$ cat src/rtl/mc_control_fsm_if.sv
// Control bundle between the multicycle control FSM and the MIPS datapath.
// The master side is the FSM, which drives the enables and mux selects.
interface mc_control_fsm_if;
    logic [5:0] opcode;
    logic       mem_ready;
    logic       IorD;
    logic       MemWrite;
    logic       IRWrite;
    logic       RegDst;
    logic       MemtoReg;
    logic       RegWrite;
    logic       ALUSrcA;
    logic [1:0] ALUSrcB;
    logic [2:0] ALUOp;
    logic [1:0] PCSource;
    logic       PCWrite;
    logic       Beq;
    logic       Bne;
    logic       illegal_op;

    modport master (
        input  opcode, mem_ready,
        output IorD, MemWrite, IRWrite, RegDst, MemtoReg, RegWrite, ALUSrcA,
               ALUSrcB, ALUOp, PCSource, PCWrite, Beq, Bne, illegal_op
    );

    modport slave (
        output opcode, mem_ready,
        input  IorD, MemWrite, IRWrite, RegDst, MemtoReg, RegWrite, ALUSrcA,
               ALUSrcB, ALUOp, PCSource, PCWrite, Beq, Bne, illegal_op
    );
endinterface

$ cat src/rtl/mc_control_fsm.sv
// Multicycle MIPS control FSM: sequences fetch/decode/execute/memory/writeback
// and drives every datapath enable and mux; mem_ready stalls memory states.
module mc_control_fsm #(
    parameter int ST_W = 4
) (
    input  logic                clk,
    input  logic                reset,
    mc_control_fsm_if.master    bus,
    output logic [ST_W-1:0]     state_o
);
    typedef enum logic [3:0] {
        IDLE      = 4'd0,
        FETCH     = 4'd1,
        DECODE    = 4'd2,
        MEM_ADDR  = 4'd3,
        MEM_READ  = 4'd4,
        MEM_WB    = 4'd5,
        MEM_WRITE = 4'd6,
        EXEC_R    = 4'd7,
        R_WB      = 4'd8,
        EXEC_I    = 4'd9,
        I_WB      = 4'd10,
        BRANCH    = 4'd11,
        JUMP      = 4'd12,
        ILLEGAL   = 4'd13
    } state_t;

    localparam logic [5:0] OP_R    = 6'h00;
    localparam logic [5:0] OP_J    = 6'h02;
    localparam logic [5:0] OP_BEQ  = 6'h04;
    localparam logic [5:0] OP_BNE  = 6'h05;
    localparam logic [5:0] OP_ADDI = 6'h08;
    localparam logic [5:0] OP_ANDI = 6'h0C;
    localparam logic [5:0] OP_ORI  = 6'h0D;
    localparam logic [5:0] OP_LW   = 6'h23;
    localparam logic [5:0] OP_SW   = 6'h2B;

    state_t state, next;

    always_ff @(posedge clk) begin
        if (reset) state <= IDLE;
        else       state <= next;
    end

    assign state_o = ST_W'(state);

    always_comb begin
        next           = IDLE;
        bus.IorD       = 1'b0;
        bus.MemWrite   = 1'b0;
        bus.IRWrite    = 1'b0;
        bus.RegDst     = 1'b0;
        bus.MemtoReg   = 1'b0;
        bus.RegWrite   = 1'b0;
        bus.ALUSrcA    = 1'b0;
        bus.ALUSrcB    = 2'b00;
        bus.ALUOp      = 3'b000;
        bus.PCSource   = 2'b00;
        bus.PCWrite    = 1'b0;
        bus.Beq        = 1'b0;
        bus.Bne        = 1'b0;
        bus.illegal_op = 1'b0;
        case (state)
            IDLE: next = FETCH;
            FETCH: begin
                // PC+4 is formed every cycle; only the accepted fetch commits it
                bus.ALUSrcB = 2'b01;
                bus.IRWrite = bus.mem_ready;
                bus.PCWrite = bus.mem_ready;
                next        = bus.mem_ready ? DECODE : FETCH;
            end
            DECODE: begin
                bus.ALUSrcB = 2'b11;
                case (bus.opcode)
                    OP_R:                    next = EXEC_R;
                    OP_LW, OP_SW:            next = MEM_ADDR;
                    OP_ADDI, OP_ANDI, OP_ORI: next = EXEC_I;
                    OP_BEQ, OP_BNE:          next = BRANCH;
                    OP_J:                    next = JUMP;
                    default:                 next = ILLEGAL;
                endcase
            end
            MEM_ADDR: begin
                bus.ALUSrcA = 1'b1;
                bus.ALUSrcB = 2'b10;
                next        = (bus.opcode == OP_SW) ? MEM_WRITE : MEM_READ;
            end
            MEM_READ: begin
                bus.IorD = 1'b1;
                next     = bus.mem_ready ? MEM_WB : MEM_READ;
            end
            MEM_WB: begin
                bus.MemtoReg = 1'b1;
                bus.RegWrite = 1'b1;
                next         = FETCH;
            end
            MEM_WRITE: begin
                bus.IorD     = 1'b1;
                bus.MemWrite = 1'b1;
                next         = bus.mem_ready ? FETCH : MEM_WRITE;
            end
            EXEC_R: begin
                bus.ALUSrcA = 1'b1;
                bus.ALUOp   = 3'b010;
                next        = R_WB;
            end
            R_WB: begin
                bus.RegDst   = 1'b1;
                bus.RegWrite = 1'b1;
                next         = FETCH;
            end
            EXEC_I: begin
                bus.ALUSrcA = 1'b1;
                bus.ALUSrcB = 2'b10;
                case (bus.opcode)
                    OP_ANDI: bus.ALUOp = 3'b011;
                    OP_ORI:  bus.ALUOp = 3'b100;
                    default: bus.ALUOp = 3'b000;
                endcase
                next = I_WB;
            end
            I_WB: begin
                bus.RegWrite = 1'b1;
                next         = FETCH;
            end
            BRANCH: begin
                // PC write is conditional and formed downstream from Beq/Bne
                bus.ALUSrcA  = 1'b1;
                bus.ALUOp    = 3'b001;
                bus.PCSource = 2'b01;
                bus.Beq      = (bus.opcode == OP_BEQ);
                bus.Bne      = (bus.opcode == OP_BNE);
                next         = FETCH;
            end
            JUMP: begin
                bus.PCSource = 2'b10;
                bus.PCWrite  = 1'b1;
                next         = FETCH;
            end
            ILLEGAL: begin
                bus.illegal_op = 1'b1;
                next           = FETCH;
            end
            default: next = IDLE;
        endcase
    end
endmodule

$ cat src/flat_wrapper.sv
// flat-port wrapper written by rule: the top's interface ports become plain ports
module mc_control_fsm_flat 
#(
    parameter int ST_W = 4
)
  (clk, reset, state_o, bus_opcode, bus_mem_ready, bus_IorD, bus_MemWrite, bus_IRWrite, bus_RegDst, bus_MemtoReg, bus_RegWrite, bus_ALUSrcA, bus_ALUSrcB, bus_ALUOp, bus_PCSource, bus_PCWrite, bus_Beq, bus_Bne, bus_illegal_op);
  mc_control_fsm_if bus_i ();
  input  logic clk;
  input  logic reset;
  output logic [ST_W-1:0] state_o;
  input wire logic [$bits(bus_i.opcode)-1:0] bus_opcode;
  input wire logic [$bits(bus_i.mem_ready)-1:0] bus_mem_ready;
  output wire logic [$bits(bus_i.IorD)-1:0] bus_IorD;
  output wire logic [$bits(bus_i.MemWrite)-1:0] bus_MemWrite;
  output wire logic [$bits(bus_i.IRWrite)-1:0] bus_IRWrite;
  output wire logic [$bits(bus_i.RegDst)-1:0] bus_RegDst;
  output wire logic [$bits(bus_i.MemtoReg)-1:0] bus_MemtoReg;
  output wire logic [$bits(bus_i.RegWrite)-1:0] bus_RegWrite;
  output wire logic [$bits(bus_i.ALUSrcA)-1:0] bus_ALUSrcA;
  output wire logic [$bits(bus_i.ALUSrcB)-1:0] bus_ALUSrcB;
  output wire logic [$bits(bus_i.ALUOp)-1:0] bus_ALUOp;
  output wire logic [$bits(bus_i.PCSource)-1:0] bus_PCSource;
  output wire logic [$bits(bus_i.PCWrite)-1:0] bus_PCWrite;
  output wire logic [$bits(bus_i.Beq)-1:0] bus_Beq;
  output wire logic [$bits(bus_i.Bne)-1:0] bus_Bne;
  output wire logic [$bits(bus_i.illegal_op)-1:0] bus_illegal_op;
  assign bus_i.opcode = bus_opcode;
  assign bus_i.mem_ready = bus_mem_ready;
  assign bus_IorD = bus_i.IorD;
  assign bus_MemWrite = bus_i.MemWrite;
  assign bus_IRWrite = bus_i.IRWrite;
  assign bus_RegDst = bus_i.RegDst;
  assign bus_MemtoReg = bus_i.MemtoReg;
  assign bus_RegWrite = bus_i.RegWrite;
  assign bus_ALUSrcA = bus_i.ALUSrcA;
  assign bus_ALUSrcB = bus_i.ALUSrcB;
  assign bus_ALUOp = bus_i.ALUOp;
  assign bus_PCSource = bus_i.PCSource;
  assign bus_PCWrite = bus_i.PCWrite;
  assign bus_Beq = bus_i.Beq;
  assign bus_Bne = bus_i.Bne;
  assign bus_illegal_op = bus_i.illegal_op;
  mc_control_fsm #(.ST_W(ST_W)) u_core (.clk(clk), .reset(reset), .bus(bus_i), .state_o(state_o));
endmodule
$ cat config.mk
export PLATFORM = sky130hd
export DESIGN_NAME = mc_control_fsm_flat
export DESIGN_NICKNAME = d
export VERILOG_FILES = /design/src/rtl/mc_control_fsm_if.sv /design/src/rtl/mc_control_fsm.sv /design/src/flat_wrapper.sv
export SDC_FILE = /design/constraint.sdc
export NUM_CORES = 1
export LEC_CHECK = 0
export ABC_AREA = 1
export CAP_MARGIN = 20
export CORE_MARGIN = 2
export CORE_UTILIZATION = 39
export DETAILED_ROUTE_END_ITERATION = 10
export GPL_ROUTABILITY_DRIVEN = 0
export GPL_TIMING_DRIVEN = 0
export PLACE_DENSITY = 0.86
export SYNTH_ARGS = -nofsm -noshare
export SYNTH_HDL_FRONTEND = slang
export SYNTH_SLANG_ARGS = --single-unit
$ cat constraint.sdc
create_clock -name clk -period 2.6 [get_ports clk]
set_clock_uncertainty 0.15 [all_clocks]
set_input_delay 0.26 -clock clk [delete_from_list [all_inputs] [get_ports clk]]
set_output_delay 0.26 -clock clk [all_outputs]
set_load 0.02 [all_outputs]
# After elaboration in Yosys (flattened, before gate mapping)
# Index checks and enable logic that the tools add are counted.
# Widths: inputs -> output; s select.
# op_classes
n_mux	21
n_eq_ne	21
n_reduce_logical	10
# ops
operator	n
$pmux 4 s8	1
$eq 4x4->1 const B	6
$pmux 4 s5	1
$eq 6x4->1 const B	3
$eq 4x3->1 const B	4
$eq 6x3->1 const B	2
$eq 6x6->1 const B	2
$mux 1	11
$pmux 3 s3	1
$eq 4x2->1 const B	2
$reduce_or 2->1	4
$reduce_or 7->1	1
$eq 6x2->1 const B	1
$logic_not 6->1	1
$pmux 2 s3	1
$pmux 3 s2	1
$reduce_or 3->1	2
$eq 4x1->1 const B	1
$logic_not 4->1	1
$mux 2	2
$pmux 2 s2	1
$reduce_or 4->1	1
$mux 3	1
$pmux 1 s2	1
# word_totals
inputBits	9
output_inout_bits	22
ff_bits	4

# Logic depth before layout (Yosys ltp)
# Gate-level depths: netlist of run 1.
# depth
depth_word	4
depth_mapped	8

# Worst setup path after synthesis of run 1
# No wires, ideal clock.
# synth_timing
kind	register to output
start	register u_core.state[0], in the netlist u_core.state_o[0]
end	output bus_Beq
t_arrival_ps	1428
path_stages_with_launch	7
n_path_buf	0
setup_slack_ps	762
cell_sequence	dfxtp_1 > nand2_2 > inv_2 > nand2_1 > inv_1 > nand3_1 > nor2_1
# synth_between
elab_chain_len	2
# synth_lines
element	line_no	rtl
start, declared	mc_control_fsm.sv:38	state_t state, next;
start signal, assigned	mc_control_fsm.sv:42	else state <= next;
$eq 4x4->1	mc_control_fsm.sv:63	case (state)
$mux 1	mc_control_fsm.sv:63	
end, declared	flat_wrapper.sv:24	output wire logic [$bits(bus_i.Beq)-1:0] bus_Beq;
# No other way between the ends.

# Final worst setup path of run 1
# layout_timing
start	input bus_opcode[1]
end	output bus_ALUOp[0]
# layout_between
elab_chain_len	3
elab_cells_between_ends	4
# layout_lines
element	line_no	rtl
start, declared	flat_wrapper.sv:11	input wire logic [$bits(bus_i.opcode)-1:0] bus_opcode;
$eq 6x4->1	mc_control_fsm.sv:115	case (bus.opcode)
$pmux 3 s2 *	mc_control_fsm.sv:115	
$pmux 3 s3 *	mc_control_fsm.sv:63	
end, declared	flat_wrapper.sv:21	output wire logic [$bits(bus_i.ALUOp)-1:0] bus_ALUOp;
# Every way passes the cells marked *; elsewhere a longest branch is shown, timed or not.

==> flow_summary_export.csv, run 1 <==
group,metric,value,unit
clocking,htree_num_levels,1,
placement,pre_cts_slack,0.1545,ns
timing,setup_viol,0,
timing,fin_ws,0.1861,ns
global_routing,antenna_found_initial,0,
floorplanning,dieArea,0.001689,mm2
outcome,status,"completed",
clocking,numCtsBuffers,3,
power,vdd_ir_drop_max,0.3132,mV
worst_setup_path,r2r_cells,7,
logic_synthesis,synthDistinctLibCells,20,
logic_synthesis,synth.top_cells.by_area,"dfxtp_1, nand2_1, nor2_1",
worst_setup_path,cp_data_arrival_time,2.00,ns
global_routing,grt_usage,22.67,%
cells_and_area,final_util,67.50,%
floorplanning,io_pins,31,
global_routing,grt_pass1_vias,615,
drt,routed_wl,1664,um
placement,dp.final_hpwl,1358,um
timing,whs,0.4856,ns
timing,finalCritPeriodShare,92.84,%
floorplanning,core.rowCount,13,
clocking,clock_path_buffers,2,
global_routing,grt_start_max_net_pins,9,
logic_synthesis,ys_ff_latch,4,
logic_synthesis,ys_seq_area_share,14.92,%
clocking,root_buffer,"clkbuf_4",
global_routing,grt-ovfl-total,0,
hold_path,hold_path_depth,2,
placement,dpl_cell_area,855.8,um2
drt,detail_route.iter0.violations,30,
power,power.density,386.7,mW/mm2
worst_setup_path,r2r-start,"u_core.state_o[2]",
clocking,post_cts_buffers,0,
power,p_total,339.6,uW
cells_and_area,drive_gt1_share,14.50,%
placement,port_buffers,30,
floorplanning,coreArea,0.001301,mm2
hold_path,hold_start,"reset",
worst_setup_path,worstSetupPathType,"in2out",
floorplanning,fp.dieH,41.10,um
drt,drc,0,
cells_and_area,fin_cells,146,
logic_synthesis,yosys_warnings,0,
logic_synthesis,yosys.area.top_type_share,14.92,%
worst_setup_path,timing.rr.end,"u_core.state_o[0]",
clocking,clock-sinks,4,
drt,firstDrtPassIters,4,
drt,avgRoutedWirePerCell,11.40,um
clocking,path_clk_slew,0.03,ns
cells_and_area,insertedDiodeCount,0,
global_routing,grt_pass1_wl,2546,um
timing,rsz0062_at_grt,"false",
worst_setup_path,crit_path_start_kind,"input port",
worst_setup_path,worstPathRequired,2.19,ns
drt,vias,765,
drt,avgViaCountPerCell,5.240,
logic_synthesis,syn_area,536.8,um2
job,maxCapViolCount,0,
logic_synthesis,yosys.area.top_type,"dfxtp_1",
floorplanning,die_x,41.10,um
timing,hold_viol_final,0,
timing,fin_setup_tns,0,ns
worst_setup_path,ff2ff_setup_slack,1.10,ns
clocking,clk_latency,0.24,ns
timing,slew-limit-headroom,78.35,%
cells_and_area,area_growth,63.64,%
drt,ant_nets,0,
floorplanning,start_util,41.25,%
logic_synthesis,syn_avg_cell_area,5.477,um2
logic_synthesis,synth_cells,98,
timing,tightest_slew,0.3243,ns
cells_and_area,largest_reg_flops,4,
timing,max_clock_freq,414.3,MHz
timing,slew_viol_final,0,
cells_and_area,nets,142,
placement,dp.cells,143,
hold_path,min_path_type,"in2reg",
cells_and_area,design_area,878.3,um2
clocking,cts_tree,"yes",
worst_setup_path,crit_path_end_kind,"output port",
power,leakage,0.3831,nW
timing,min_period,2.414,ns
logic_synthesis,synth_nets,107,
hold_path,whs_endpoint,"u_core.state_o[0]",
worst_setup_path,path_max_fanout,4,
clocking,cts_resized,0,
clocking,holdBufCountCts,0,
how the worst max path moves through the flow:
stage / slack [ns] / startpoint / endpoint
floorplan: 0.76 / u_core.state_o[0] / bus_Beq
CTS: 0.16 / bus_opcode[1] / bus_ALUOp[0]
global route: 0.01 / bus_opcode[1] / bus_ALUOp[1]
global placement: 0.22 / bus_opcode[1] / bus_ALUOp[0]
finish: 0.19 / bus_opcode[1] / bus_ALUOp[0]
detailed placement: 0.15 / bus_opcode[1] / bus_ALUOp[0]
where the power goes:
part	switching (mW)	internal (mW)	leakage (nW)
Combinational	0.102	0.0759	0.337
Clock	0.0257	0.0516	0.0138
Sequential	0.0155	0.0689	0.0328
logic make-up (layout without fill, tap and decap cells):
group | after synthesis | count (layout) | synth area share [%]
flops | 4 | 4 | 14.92
simple gates | 63 | 63 | 58.28
buf+inv | 18 | 51 | 12.59
compound gates | 13 | 13 | 14.22
cell type report:
cell class	count	area, um2
Timing Repair Buffer	30	300.3
Inverter	18	67.56
Multi-Input combinational cell	76	389.1
Clock buffer	3	22.52
Sequential cell	4	80.08
Fill cell	131	422.9
Tap cell	15	18.77
cells in the final DEF, fill, tap and decap left out, types with 2 or more instances in the layout:
cell / count
clkbuf_4: 3
nand4_1: 2
nand2_1: 19
o21ai_0: 4
nor2_1: 15
nand3_1: 10
o211ai_1: 2
dfxtp_1: 4
nor2_2: 2
clkdlybuf4s50_1: 30
inv_2: 4
a21oi_1: 4
nor2_4: 2
nand2_2: 5
inv_1: 14
nor3_2: 2
nor3_1: 4
Yosys cell counts, drive strengths merged:
| library cell | n |
|---|---|
| o211ai | 2 |
| dfxtp | 4 |
| nor2 | 19 |
| o21a | 1 |
| and3 | 1 |
| o22ai | 1 |
| nand2 | 24 |
| inv | 18 |
| nand4 | 2 |
| nor3 | 6 |
| a21oi | 4 |
| o21ai | 4 |
| nand3 | 11 |
| a21o | 1 |
worst max-delay path: stages:
cell and delay, ns:
clkdlybuf4s50_1 0.45, inv_1 0.13, nand2_1 0.12, nor3_1 0.16, nand2_1 0.10, o21ai_0 0.15, clkdlybuf4s50_1 0.63
metal layers:
| layer | vias to the layer above | global-route usage (%) | share of wire, % |
|---|---|---|---|
| li1 | 389 | - | - |
| met1 | 348 | 31.73 | 46 |
| met2 | 26 | 35.94 | 48 |
| met3 | 2 | 1.630 | 3.8 |
| met4 | 0 | 8.065 | 1.4 |
| met5 | - | 0 | 0 |
Note: power is estimated with default switching activity, not from simulation.
==> run 2: changes to the inputs <==
clock period = 2.98 ns   (was 2.6 ns; I/O delays follow)
==> results of run 2 <==
The final DEF is identical to that of run 1. Status: completed.
Main changes from that run: setup slack after placement 0.1545 ns -> 0.4585 ns; setup slack after layout 0.1861 ns -> 0.4901 ns; hold slack 0.4856 ns -> 0.5236 ns; register-to-register setup slack 1.10 ns -> 1.48 ns; total power 0.3396 mW -> 0.2963 mW; worst IR drop on VDD 0.3132 mV -> 0.2733 mV
==> run 3: changes to the inputs <==
CORE_UTILIZATION = 37   (was 39)
PLACE_DENSITY = 0.83   (was 0.86)
clock period = 2.4 ns   (was 2.98 ns; I/O delays follow)
==> run 3 against run 2 <==
Sequential share of layout area hardly changed. Largest cell class unchanged. Design area is 1.6% higher. Sequential power is 24% higher. Critical path type is now reg2out. Total power up 23%. Critical endpoint is now bus_Beq. Largest power group unchanged. Highest routed layer unchanged.
==> flow_summary_export.csv, run 3 (synthesis results as in run 1) <==
group,metric,value,unit
worst_setup_path,timing.rr.end,"u_core.state_o[0]",
global_routing,grt-ovfl-total,0,
clocking,path_clk_slew,0.04,ns
clocking,cts_tree,"yes",
clocking,root_buffer,"clkbuf_4",
cells_and_area,final_common_cell,"clkdlybuf4s50_1",
cells_and_area,nets,142,
cells_and_area,design_area,892.1,um2
floorplanning,die_x,42.09,um
clocking,numCtsBuffers,3,
timing,min_period,2.264,ns
cells_and_area,area_growth,66.20,%
power,leakage,0.4397,nW
drt,routed_wl,1603,um
hold_path,min_path_type,"in2reg",
timing,tightest_slew,0.2511,ns
worst_setup_path,worstSetupPathType,"reg2out",
outcome,status,"completed",
drt,drc,0,
clocking,post_cts_buffers,0,
timing,max_clock_freq,441.7,MHz
cells_and_area,fin_cells,146,
clocking,htree_num_levels,1,
floorplanning,fp.dieH,42.09,um
timing,finalCritPeriodShare,94.34,%
cells_and_area,drive_gt1_share,16.03,%
timing,fin_setup_tns,0,ns
worst_setup_path,r2r-start,"u_core.state_o[2]",
floorplanning,start_util,40.24,%
floorplanning,io_pins,31,
worst_setup_path,crit_path_start_kind,"flip-flop",
floorplanning,core.rowCount,13,
job,maxCapViolCount,0,
worst_setup_path,path_max_fanout,6,
worst_setup_path,ff2ff_setup_slack,0.96,ns
timing,setup_viol,0,
power,power.density,409.5,mW/mm2
global_routing,antenna_found_initial,0,
global_routing,grt_usage,18.90,%
placement,dpl_cell_area,855.8,um2
timing,slew_viol_final,0,
worst_setup_path,cp_data_arrival_time,1.87,ns
power,p_total,365.3,uW
cells_and_area,insertedDiodeCount,0,
hold_path,hold_start,"reset",
worst_setup_path,r2r_cells,7,
cells_and_area,largest_reg_flops,4,
floorplanning,coreArea,0.001334,mm2
placement,dp.final_hpwl,1340,um
timing,slew-limit-headroom,83.24,%
global_routing,grt_start_max_net_pins,9,
clocking,clock-sinks,4,
drt,avgViaCountPerCell,5.192,
floorplanning,dieArea,0.001772,mm2
power,vdd_ir_drop_max,0.2928,mV
timing,hold_viol_final,0,
drt,firstDrtPassIters,5,
placement,port_buffers,30,
cells_and_area,layout_common_cells,"clkdlybuf4s50_1, nand2_1, nor2_1, inv_1, nand3_1",
clocking,holdBufCountCts,0,
timing,rsz0062_at_grt,"false",
drt,vias,758,
drt,ant_nets,0,
clocking,clk_latency,0.23,ns
drt,detail_route.iter0.violations,18,
worst_setup_path,worstPathRequired,2.01,ns
global_routing,grt_pass1_vias,671,
drt,avgRoutedWirePerCell,10.98,um
global_routing,grt_pass1_wl,2704,um
hold_path,hold_path_depth,2,
hold_path,whs_endpoint,"u_core.state_o[0]",
placement,dp.cells,143,
worst_setup_path,crit_path_end_kind,"output port",
clocking,clock_path_buffers,2,
==> run 3: worst max-delay path by stage <==
stage,cells after the start,endpoint,start
after global routing,7,bus_Beq,u_core.state_o[3]
after floorplan,6,bus_Beq,u_core.state_o[0]
final,7,bus_Beq,u_core.state_o[3]
after CTS,7,bus_ALUOp[0],bus_opcode[1]
after global placement,7,bus_ALUOp[0],bus_opcode[1]
after detailed placement,7,bus_ALUOp[0],bus_opcode[1]
==> run 3: layer usage <==
layer  vias up  global-route usage, %  routed length (um)
met5         -                      0                   0
met4         0                  6.250                  19
met3         2                  2.586                 101
met2        31                  33.13                 816
met1       340                  23.59                 665
li1        385                      -                   -
==> run 3: report_power, final <==
part           switching (mW)  internal, mW  total, mW
Sequential             0.0160        0.0755     0.0915
Clock                  0.0266        0.0559     0.0824
Combinational           0.109        0.0824      0.191
Total                   0.152         0.214      0.365
==> run 3: worst max-delay path, cell delays in order, from the launching register on <==
cell	delay, ns
dfxtp_1	0.35
inv_2	0.08
nor2_1	0.19
nand2_1	0.13
inv_1	0.09
nand3_1	0.10
nor2_1	0.10
clkdlybuf4s50_1	0.61
==> run 3: through the flow <==
step | hold slack (ns) | setup WS (ns) | utilization, %
2_1_floorplan | 0.1591 | 0.5816 | -
3_3_place_gp | 0.5499 | 0.06681 | 64.17
3_5_place_dp | 0.5557 | 0.03623 | 64.17
4_1_cts | 0.4614 | 0.03892 | 65.85
5_1_grt | 0.4808 | 0.03507 | 66.89
6_report | 0.4591 | 0.1358 | 66.89
==> run 3: timing repair <==
action	in CTS	in global routing
endpoints found under the setup margin	0	5
resized for setup	0	5
endpoints found under the hold margin	0	0
==> run 3: final cells by class <==
type | count | area (um2)
clock buffers | 3 | 22.52
fillers | 128 | 441.7
inverters | 18 | 67.56
multi-input cells | 76 | 394.1
flip-flops and latches | 4 | 81.33
well taps | 15 | 18.77
repair buffers | 30 | 307.8
